File: config.mk
export PLATFORM = sky130hd
export DESIGN_NAME = siganfu_fire_arbiter_flat
export DESIGN_NICKNAME = d
export VERILOG_FILES = /design/src/rtl/siganfu_fire_arbiter_if.sv /design/src/rtl/siganfu_fire_arbiter.sv /design/src/flat_wrapper.sv
export SDC_FILE = /design/constraint.sdc
export NUM_CORES = 1
export LEC_CHECK = 0
export BUFFER_PORTS_ARGS = -buffer_cell sky130_fd_sc_hd__clkbuf_2
export CORE_MARGIN = 2
export CORE_UTILIZATION = 47
export DETAILED_ROUTE_END_ITERATION = 8
export PLACE_DENSITY = 0.79
export SETUP_SLACK_MARGIN = 0.1
export SKIP_CTS_REPAIR_TIMING = 1
export SYNTH_ARGS = -nofsm -noshare
export SYNTH_HDL_FRONTEND = slang
export SYNTH_SLANG_ARGS = --single-unit
File: constraint.sdc
create_clock -name sysclk -period 1.9 [get_ports sysclk]
set_input_delay 0.095 -clock sysclk [delete_from_list [all_inputs] [get_ports sysclk]]
set_output_delay 0.095 -clock sysclk [all_outputs]
set_load 0.03 [all_outputs]
File: src/rtl/siganfu_fire_arbiter_if.sv
// Console/gun bundle for the fire arbiter: three console request lanes plus gun control and status.
interface siganfu_fire_arbiter_if;
  logic [2:0] req, req_mode, req_enemy, req_locked;
  logic       gun_fire_trigger, gun_criticality_alert;
  logic       gun_target_locked, gun_is_enemy, gun_firing_mode, gun_fire_command;
  logic [2:0] grant, denied;
  logic [4:0] rounds_fired;
  logic [1:0] arb_state;

  modport master (
    output req, req_mode, req_enemy, req_locked, gun_fire_trigger, gun_criticality_alert,
    input  gun_target_locked, gun_is_enemy, gun_firing_mode, gun_fire_command,
           grant, denied, rounds_fired, arb_state
  );
  modport slave (
    input  req, req_mode, req_enemy, req_locked, gun_fire_trigger, gun_criticality_alert,
    output gun_target_locked, gun_is_enemy, gun_firing_mode, gun_fire_command,
           grant, denied, rounds_fired, arb_state
  );
endinterface

File: src/rtl/siganfu_fire_arbiter.sv
// Round-robin arbiter giving one of three consoles control of a shared gun,
// with lock timeout, burst limiting, overheat hold and revocation on non-enemy targets.
module siganfu_fire_arbiter #(
  parameter int BURST_LIMIT  = 5,
  parameter int LOCK_TIMEOUT = 8
) (
  input logic                  sysclk,
  input logic                  reboot,
  siganfu_fire_arbiter_if.slave bus
);
  typedef enum logic [1:0] {IDLE = 2'd0, GRANT = 2'd1, FIRE = 2'd2, HOLD = 2'd3} state_t;
  localparam int WW = (LOCK_TIMEOUT < 2) ? 1 : $clog2(LOCK_TIMEOUT + 1);

  state_t        state, state_n;
  logic [1:0]    owner, owner_n, last_owner, last_n;
  logic [4:0]    rounds, rounds_n;
  logic [WW-1:0] wait_cnt, wait_n;
  logic [2:0]    denied_q, denied_n, own_oh;
  logic          active, release_c, req_g, en_g, lk_g, md_g, others;

  // Search order starts just after the previous owner.
  function automatic logic [1:0] rr_pick(input logic [2:0] r, input logic [1:0] lo);
    logic [1:0] a, b, c;
    case (lo)
      2'd0:    begin a = 2'd1; b = 2'd2; c = 2'd0; end
      2'd1:    begin a = 2'd2; b = 2'd0; c = 2'd1; end
      default: begin a = 2'd0; b = 2'd1; c = 2'd2; end
    endcase
    if (r[a])      return a;
    else if (r[b]) return b;
    else           return c;
  endfunction

  assign active = (state != IDLE);
  assign own_oh = 3'b001 << owner;
  assign req_g  = bus.req[owner];
  assign en_g   = bus.req_enemy[owner];
  assign lk_g   = bus.req_locked[owner];
  assign md_g   = bus.req_mode[owner];
  assign others = |(bus.req & ~own_oh);

  always_ff @(posedge sysclk) begin
    if (reboot) begin
      state      <= IDLE;
      owner      <= 2'd0;
      last_owner <= 2'd2;
      rounds     <= '0;
      wait_cnt   <= '0;
      denied_q   <= '0;
    end else begin
      state      <= state_n;
      owner      <= owner_n;
      last_owner <= last_n;
      rounds     <= rounds_n;
      wait_cnt   <= wait_n;
      denied_q   <= denied_n;
    end
  end

  always_comb begin
    state_n   = state;
    owner_n   = owner;
    last_n    = last_owner;
    rounds_n  = rounds;
    wait_n    = wait_cnt;
    denied_n  = '0;
    release_c = 1'b0;
    case (state)
      IDLE: if (|bus.req) begin
        state_n  = GRANT;
        owner_n  = rr_pick(bus.req, last_owner);
        rounds_n = '0;
        wait_n   = '0;
      end
      GRANT: begin
        if (!en_g) begin
          release_c = 1'b1;
          denied_n  = own_oh;
        end else if (!req_g) release_c = 1'b1;
        else if (lk_g) begin
          state_n = FIRE;
          wait_n  = '0;
        end else if (wait_cnt == WW'(LOCK_TIMEOUT - 1)) release_c = 1'b1;
        else wait_n = wait_cnt + 1'b1;
      end
      FIRE: begin
        // A trigger is counted even on the cycle the grant ends or overheats.
        if (bus.gun_fire_trigger && rounds != 5'd31) rounds_n = rounds + 5'd1;
        if (!en_g) begin
          release_c = 1'b1;
          denied_n  = own_oh;
        end else if (!req_g || !lk_g) release_c = 1'b1;
        else if (bus.gun_criticality_alert) state_n = HOLD;
        else if ((!md_g && rounds >= 5'd1) ||
                 (md_g && rounds >= 5'(BURST_LIMIT) && others)) release_c = 1'b1;
      end
      HOLD: begin
        if (!req_g) release_c = 1'b1;
        else if (!bus.gun_criticality_alert) state_n = GRANT;
      end
      default: state_n = IDLE;
    endcase
    if (release_c) begin
      state_n  = IDLE;
      rounds_n = '0;
      wait_n   = '0;
      last_n   = owner;
    end
  end

  assign bus.grant             = active ? own_oh : 3'b000;
  assign bus.denied            = denied_q;
  assign bus.rounds_fired      = rounds;
  assign bus.arb_state         = state;
  assign bus.gun_target_locked = active & lk_g;
  assign bus.gun_is_enemy      = active & en_g;
  assign bus.gun_firing_mode   = active & md_g;
  assign bus.gun_fire_command  = (state == FIRE);
endmodule

File: src/flat_wrapper.sv
// flat-port wrapper written by rule: the top's interface ports become plain ports
module siganfu_fire_arbiter_flat 
#(
  parameter int BURST_LIMIT  = 5,
  parameter int LOCK_TIMEOUT = 8
)
  (sysclk, reboot, bus_req, bus_req_mode, bus_req_enemy, bus_req_locked, bus_gun_fire_trigger, bus_gun_criticality_alert, bus_gun_target_locked, bus_gun_is_enemy, bus_gun_firing_mode, bus_gun_fire_command, bus_grant, bus_denied, bus_rounds_fired, bus_arb_state);
  siganfu_fire_arbiter_if bus_i ();
  input logic sysclk;
  input logic reboot;
  input wire logic [$bits(bus_i.req)-1:0] bus_req;
  input wire logic [$bits(bus_i.req_mode)-1:0] bus_req_mode;
  input wire logic [$bits(bus_i.req_enemy)-1:0] bus_req_enemy;
  input wire logic [$bits(bus_i.req_locked)-1:0] bus_req_locked;
  input wire logic [$bits(bus_i.gun_fire_trigger)-1:0] bus_gun_fire_trigger;
  input wire logic [$bits(bus_i.gun_criticality_alert)-1:0] bus_gun_criticality_alert;
  output wire logic [$bits(bus_i.gun_target_locked)-1:0] bus_gun_target_locked;
  output wire logic [$bits(bus_i.gun_is_enemy)-1:0] bus_gun_is_enemy;
  output wire logic [$bits(bus_i.gun_firing_mode)-1:0] bus_gun_firing_mode;
  output wire logic [$bits(bus_i.gun_fire_command)-1:0] bus_gun_fire_command;
  output wire logic [$bits(bus_i.grant)-1:0] bus_grant;
  output wire logic [$bits(bus_i.denied)-1:0] bus_denied;
  output wire logic [$bits(bus_i.rounds_fired)-1:0] bus_rounds_fired;
  output wire logic [$bits(bus_i.arb_state)-1:0] bus_arb_state;
  assign bus_i.req = bus_req;
  assign bus_i.req_mode = bus_req_mode;
  assign bus_i.req_enemy = bus_req_enemy;
  assign bus_i.req_locked = bus_req_locked;
  assign bus_i.gun_fire_trigger = bus_gun_fire_trigger;
  assign bus_i.gun_criticality_alert = bus_gun_criticality_alert;
  assign bus_gun_target_locked = bus_i.gun_target_locked;
  assign bus_gun_is_enemy = bus_i.gun_is_enemy;
  assign bus_gun_firing_mode = bus_i.gun_firing_mode;
  assign bus_gun_fire_command = bus_i.gun_fire_command;
  assign bus_grant = bus_i.grant;
  assign bus_denied = bus_i.denied;
  assign bus_rounds_fired = bus_i.rounds_fired;
  assign bus_arb_state = bus_i.arb_state;
  siganfu_fire_arbiter #(.BURST_LIMIT(BURST_LIMIT), .LOCK_TIMEOUT(LOCK_TIMEOUT)) u_core (.sysclk(sysclk), .reboot(reboot), .bus(bus_i));
endmodule
# Word-level counts from Yosys, hierarchy flattened
# Cells that the tools add are included.
op_classes:
  addsub: 2
  mul: 0
  n_div: 0
  magnitude_cmp: 5
  n_eq_ne: 17
  n_shift: 1
  muxes: 51
  n_bitwise: 6
  n_reduce_logical: 23
op_table:
  columns: ["operator", "count"]
  rows:
  - ["2-bit 2-to-1 mux", 15]
  - ["4-bit 2-to-1 mux", 5]
  - ["1-bit 2-to-1 mux", 15]
  - ["2-bit by 1-bit != test with 1-bit output, second input constant", 7]
  - ["1-bit binary-select mux with 2-bit select", 6]
  - ["2-bit one-hot mux with 2 select lines", 3]
  - ["5-bit 2-to-1 mux", 2]
  - ["5-bit one-hot mux with 2 select lines", 1]
  - ["2-bit by 3-bit < comparator with 1-bit output, second input constant", 3]
  - ["9-bit AND reduction", 1]
  - ["3-bit OR reduction", 3]
  - ["2-bit one-hot mux with 4 select lines", 1]
  - ["4-bit one-hot mux with 2 select lines", 1]
  - ["2-bit != test, second input constant", 3]
  - ["2-bit nonzero test", 3]
  - ["5-bit by 1-bit adder with 5-bit output, second input constant", 1]
  - ["5-bit by 1-bit >= comparator with 1-bit output, second input constant", 1]
  - ["5-bit by 3-bit >= comparator with 1-bit output, second input constant", 1]
  - ["5-bit != test, second input constant", 1]
  - ["5-bit AND reduction", 1]
  - ["4-bit by 1-bit adder with 4-bit output, second input constant", 1]
  - ["2-bit by 1-bit equality test with 1-bit output, second input constant", 2]
  - ["2-bit equality test, second input constant", 2]
  - ["4-bit by 3-bit equality test with 1-bit output, second input constant", 1]
  - ["other kinds (15)", 25]
word_totals:
  register_bits: 18
  latch_bits: 0
  ramBits: 0
  rom_bits: 0
  in_bits: 16
  out_inout_bits: 17
  wordCells: 111
  mem_count: 0

# Longest topological paths before layout
logic_depth:
  depth_word: 12
  ltp_mapped: 9
  mapped_depth_nobuf: 8

# Least setup slack after synthesis
# Ideal clock, no wire load.
synth_path:
  path_kind: "flip-flop to flip-flop"
  startpoint: "reg u_core.state[0] (netlist: u_core.bus.arb_state[0])"
  endpoint: "reg u_core.rounds[3] (netlist: u_core.bus.rounds_fired[3])"
  setup_time_ns: 0.092
  arrival_ns: 2.158
  required_time_ns: 1.808
  slack_ns: -0.350
  path_stages_with_launch: 9
  n_path_buf: 0
  period_less_slack_ns: 2.250
  cell_sequence: "dfxtp_1 > inv_1 > ha_1 > inv_1 > nand2_1 > a21oi_1 > nand4_1 > xor2_1 > nor4_1"
synth_via:
  elab_chain_len: 3
  elab_cells_between_ends: 11
  classes_between: "eq/ne: 5; mux: 2; reduce/logical: 4"
synth_rtl:
  columns: ["item", "line_no", "source"]
  rows:
  - ["start: declaration", "siganfu_fire_arbiter.sv:14", "state_t state, state_n;"]
  - ["start signal: assignment", "siganfu_fire_arbiter.sv:51", "state <= state_n;"]
  - ["2-bit equality test *", null, null]
  - ["via bus_gun_fire_command", "flat_wrapper.sv:20", "output wire logic [$bits(bus_i.gun_fire_command)-1:0] bus_gun_fire_command;"]
  - ["1-bit one-hot mux with 3 select lines, or another cell as far along", "siganfu_fire_arbiter.sv:68", "case (state)"]
  - ["2-bit OR reduction (no source line) or 3-bit AND reduction (tied branches)", null, null]
  - ["end signal: assignment", "siganfu_fire_arbiter.sv:54", "rounds <= rounds_n;"]
  - ["end: declaration", "siganfu_fire_arbiter.sv:16", "logic [4:0] rounds, rounds_n;"]
# The timed path passes the listed nets; every way through them passes the cells marked *.
# A chain may end at the register's enable or synchronous reset.

# Final worst setup path
layout_path:
  startpoint: "reg u_core.rounds[1] (netlist: u_core.bus.rounds_fired[1])"
  endpoint: "reg u_core.rounds[3] (netlist: u_core.bus.rounds_fired[3])"
layout_via:
  elab_chain_len: 10
  elab_cells_between_ends: 19
  classes_between: "add/sub: 1; order compare: 2; eq/ne: 2; mux: 7; reduce/logical: 7"
layout_rtl:
  columns: ["item", "line_no", "source"]
  rows:
  - ["5-bit by 3-bit >= comparator with 1-bit output", "siganfu_fire_arbiter.sv:95", "(md_g && rounds >= 5'(BURST_LIMIT) && others)) release_c = 1'b1;"]
  - ["1-bit logical AND (2 in a row)", "siganfu_fire_arbiter.sv:95", null]
  - ["1-bit logical OR", "siganfu_fire_arbiter.sv:94", "else if ((!md_g && rounds >= 5'd1) ||"]
  - ["1-bit 2-to-1 mux", "siganfu_fire_arbiter.sv:94", null]
  - ["1-bit 2-to-1 mux", "siganfu_fire_arbiter.sv:93", "else if (bus.gun_criticality_alert) state_n = HOLD;"]
  - ["1-bit 2-to-1 mux", "siganfu_fire_arbiter.sv:92", "end else if (!req_g || !lk_g) release_c = 1'b1;"]
  - ["1-bit 2-to-1 mux", "siganfu_fire_arbiter.sv:89", "if (!en_g) begin"]
  - ["1-bit one-hot mux with 3 select lines", "siganfu_fire_arbiter.sv:68", null]
  - ["2-bit OR reduction (no source line)", null, null]
# Parallel ways exist; a longest one is shown, timed or not. The select of a mux whose other input is x is not followed.

==> metrics.txt <==
status finished with violations; failing checks negative setup slack; Multi-input gate area 1020 µm²; syn_nets 181; Critical Path Sink Type register; WHS 243 ps; Logic pwr share 0.678; multiplexer area fraction after synthesis 0.0803; Core Area 2710 µm²; via/cell ratio 5.66; Min Clock Period, post-route 2020 ps; crit path DAT 2230 ps; Pint 0.00128 W; Crit Path Category reg -> reg; Post-Synth Adder-Cell Area 0.0851; register area 379 µm²; library cells used by synthesis 50; switching portion of total power 0.466; htree depth 1; Worst Hold Class in -> reg; worst rel slew slack 0.703; Pre-Repair DR Iteration Count 4; total die area 3260 µm²; Clock power frac 0.102; number of I/O pins 33; post-synthesis cell count 156; total gr overflow 0; Slew Limit Fails 0; M1 WL 1.59 mm; commonest non-fill, non-tap cells in the layout clkbuf_2, buf_4, nor2_1; Worst-path clk slew 110 ps; Max FO, Critical Path 7; Static Leak 0.809 nW; Synth Warn # 0; Critical Path Source u_core.bus.rounds_fired[1]$_SDFFE_PP0P_; Initial Util 0.488; met3 WL 223 µm; top post-synthesis cells by area dfxtp_1, ha_1, mux2i_1, nor2_1, nor3_1; Post-Synth XOR/XNOR Area 0.0132; pwr dens 1250 nW/µm²; P_sw 0.00111 W; Buffers on Ports 32; # rows 19; Total GRT Usage 0.224; cell taking the most area after synthesis dfxtp_1; CTS Buffer Depth 2; synthesized area 1320 µm²; most common cell after layout, fill and taps aside clkbuf_2; CTS tree built; Fill cells 214; Worst EP required 2120 ps; CTS sink count 18; Synth-to-Final Area Change 44.4%; post-route ant nets 0; slew of the pin with the lowest slew margin 446 ps; peak supply drop 1070 µV; DR WL met2 1.92 mm; min-delay src bus_req[0]; FMAX 0.496 GHz; CTS root buf clkbuf_4; via count 1387; Final setup viols 13; main combinational cell family by area after synthesis simple AND/OR/NAND/NOR gates; HPWL Detailed 2.80 mm; first-pass GRT wire length 5.89 mm; initial antenna violation count 0; Worst R2R Start u_core.bus.rounds_fired[1]$_SDFFE_PP0P_; endpoints failing hold 0; largest net degree at the start of global routing 19; unrepaired setup endpoints after global routing yes; routability cong. 0.892; #FFs+latches synth 18; drt total wl 3.81 mm; Final period util 1.06; synthesized area per cell 8.49 µm²; n_diodes 0; DRC 0; die height 57.1 µm; final setup skew 2.84 ps; max_cap viols 0; final non-filler cell total 245; Placed Cells 235; First DRT Iteration DRCs 72; Die Wd 57.1 µm; Skew-Pair Late Insertion Delay 290 ps; layout cells sized above 1 0.449; Post-layout nets 240; CTS Buf Count 3; WL/cell 15.6 µm; DR top layer met4; Synth Area in Compound Gates 0.197; Synth Area in Simple Gates 0.289; share of the synthesized area in the top cell type 0.272; vias in the first global route 1331; sequential share of power 0.220; CP startpoint kind register; Final WS setup -116 ps; sequential share of the synthesized area 0.272
[critical path, stage by stage (launching register included)]
cell and delay, ps:
dfxtp_4 390, inv_4 40, ha_4 140, or4_4 420
nor2_4 150, nor4b_4 60, o21ai_2 200, a31oi_4 130
buf_12 160, nor4_2 230
[power groups by stage]
| stage | clock [W] | sequential, W | combinational, W |
|---|---|---|---|
| final | 0.000244 | 0.000525 | 0.00162 |
| after detailed placement | 0 | 0.000530 | 0.00141 |
| after floorplan | 0 | 0.000560 | 0.000930 |
| after global placement | 0 | 0.000522 | 0.00135 |
| after global routing | 0.000270 | 0.000532 | 0.00173 |
| after CTS | 0.000246 | 0.000521 | 0.00142 |
[final timing paths]
path / end / slack, ps / cells after the start
worst max register to register: u_core.bus.rounds_fired[3]$_SDFFE_PP0P_ / -120 / 9
worst min register to register: u_core.last_owner[0]$_SDFFE_PP0P_ / 490 / 2
worst max-delay path: u_core.bus.rounds_fired[3]$_SDFFE_PP0P_ / -120 / 9
worst min-delay path: u_core.owner[0]$_SDFFE_PP0P_ / 240 / 4
[metal layers]
metal	up-vias	global-route usage
met3	6	0.0249
met1	651	0.287
met4	0	0.0698
met2	55	0.392
li1	675	-
met5	-	0
[flip-flops by register name, summed over array words and instances (netlist names)]
register	flops
u_core.bus.arb_state	2
u_core.bus.denied	3
u_core.bus.rounds_fired	5
u_core.last_owner	2
u_core.owner	2
u_core.wait_cnt	4
[Yosys cell counts (all sizes together)]
cell and instances:
nand3b 3, a31oi 3, nor4 4, o2bb2ai 1, a2bb2oi 1, buf 5
dfxtp 18, nor2b 6, a311oi 1, o22ai 2, inv 9, a21boi 3
and2 2, a21oi 5, nand4 1, a211o 1, and3 1, nand3 1
or4 1, a41oi 1, or3 2, o21ai 6, a2111oi 2, nand2 9
ha 9, xnor2 1, nand2b 6, nand4bb 1, xor2 1, and2b 1
nor3 11, mux2 2, a211oi 3, clkbuf 2, o211ai 2, nor2 20
nor4b 1, mux2i 8
[stage by stage]
stage	utilization	setup slack (ps)	cell area, µm²	TNS (ps)	power, W
after floorplan	-	23.8	1360	0	0.00149
after global placement	0.626	-106	1700	-731	0.00187
after detailed placement	0.626	-247	1700	-2200	0.00194
after CTS	0.639	-259	1730	-2670	0.00218
after global routing	0.705	-220	1910	-1840	0.00254
final	0.705	-116	1910	-698	0.00239
[cell type report]
cell class	count	share of cell area
clock buffers	4	0.0190
inverters	9	0.0190
multi-input cells	122	0.535
flip-flops and latches	18	0.198
well taps	31	0.0203
repair buffers	61	0.209
[cell families after synthesis]
kind of cell | Yosys count
AND/OR/NAND/NOR | 70
AO/OA/AOI/OAI | 31
flip-flops | 18
buffers and inverters | 16
multiplexers | 10
adder cells (fa/ha/maj) | 9
XOR/XNOR | 2
Note: power is estimated with default switching activity, not from simulation.
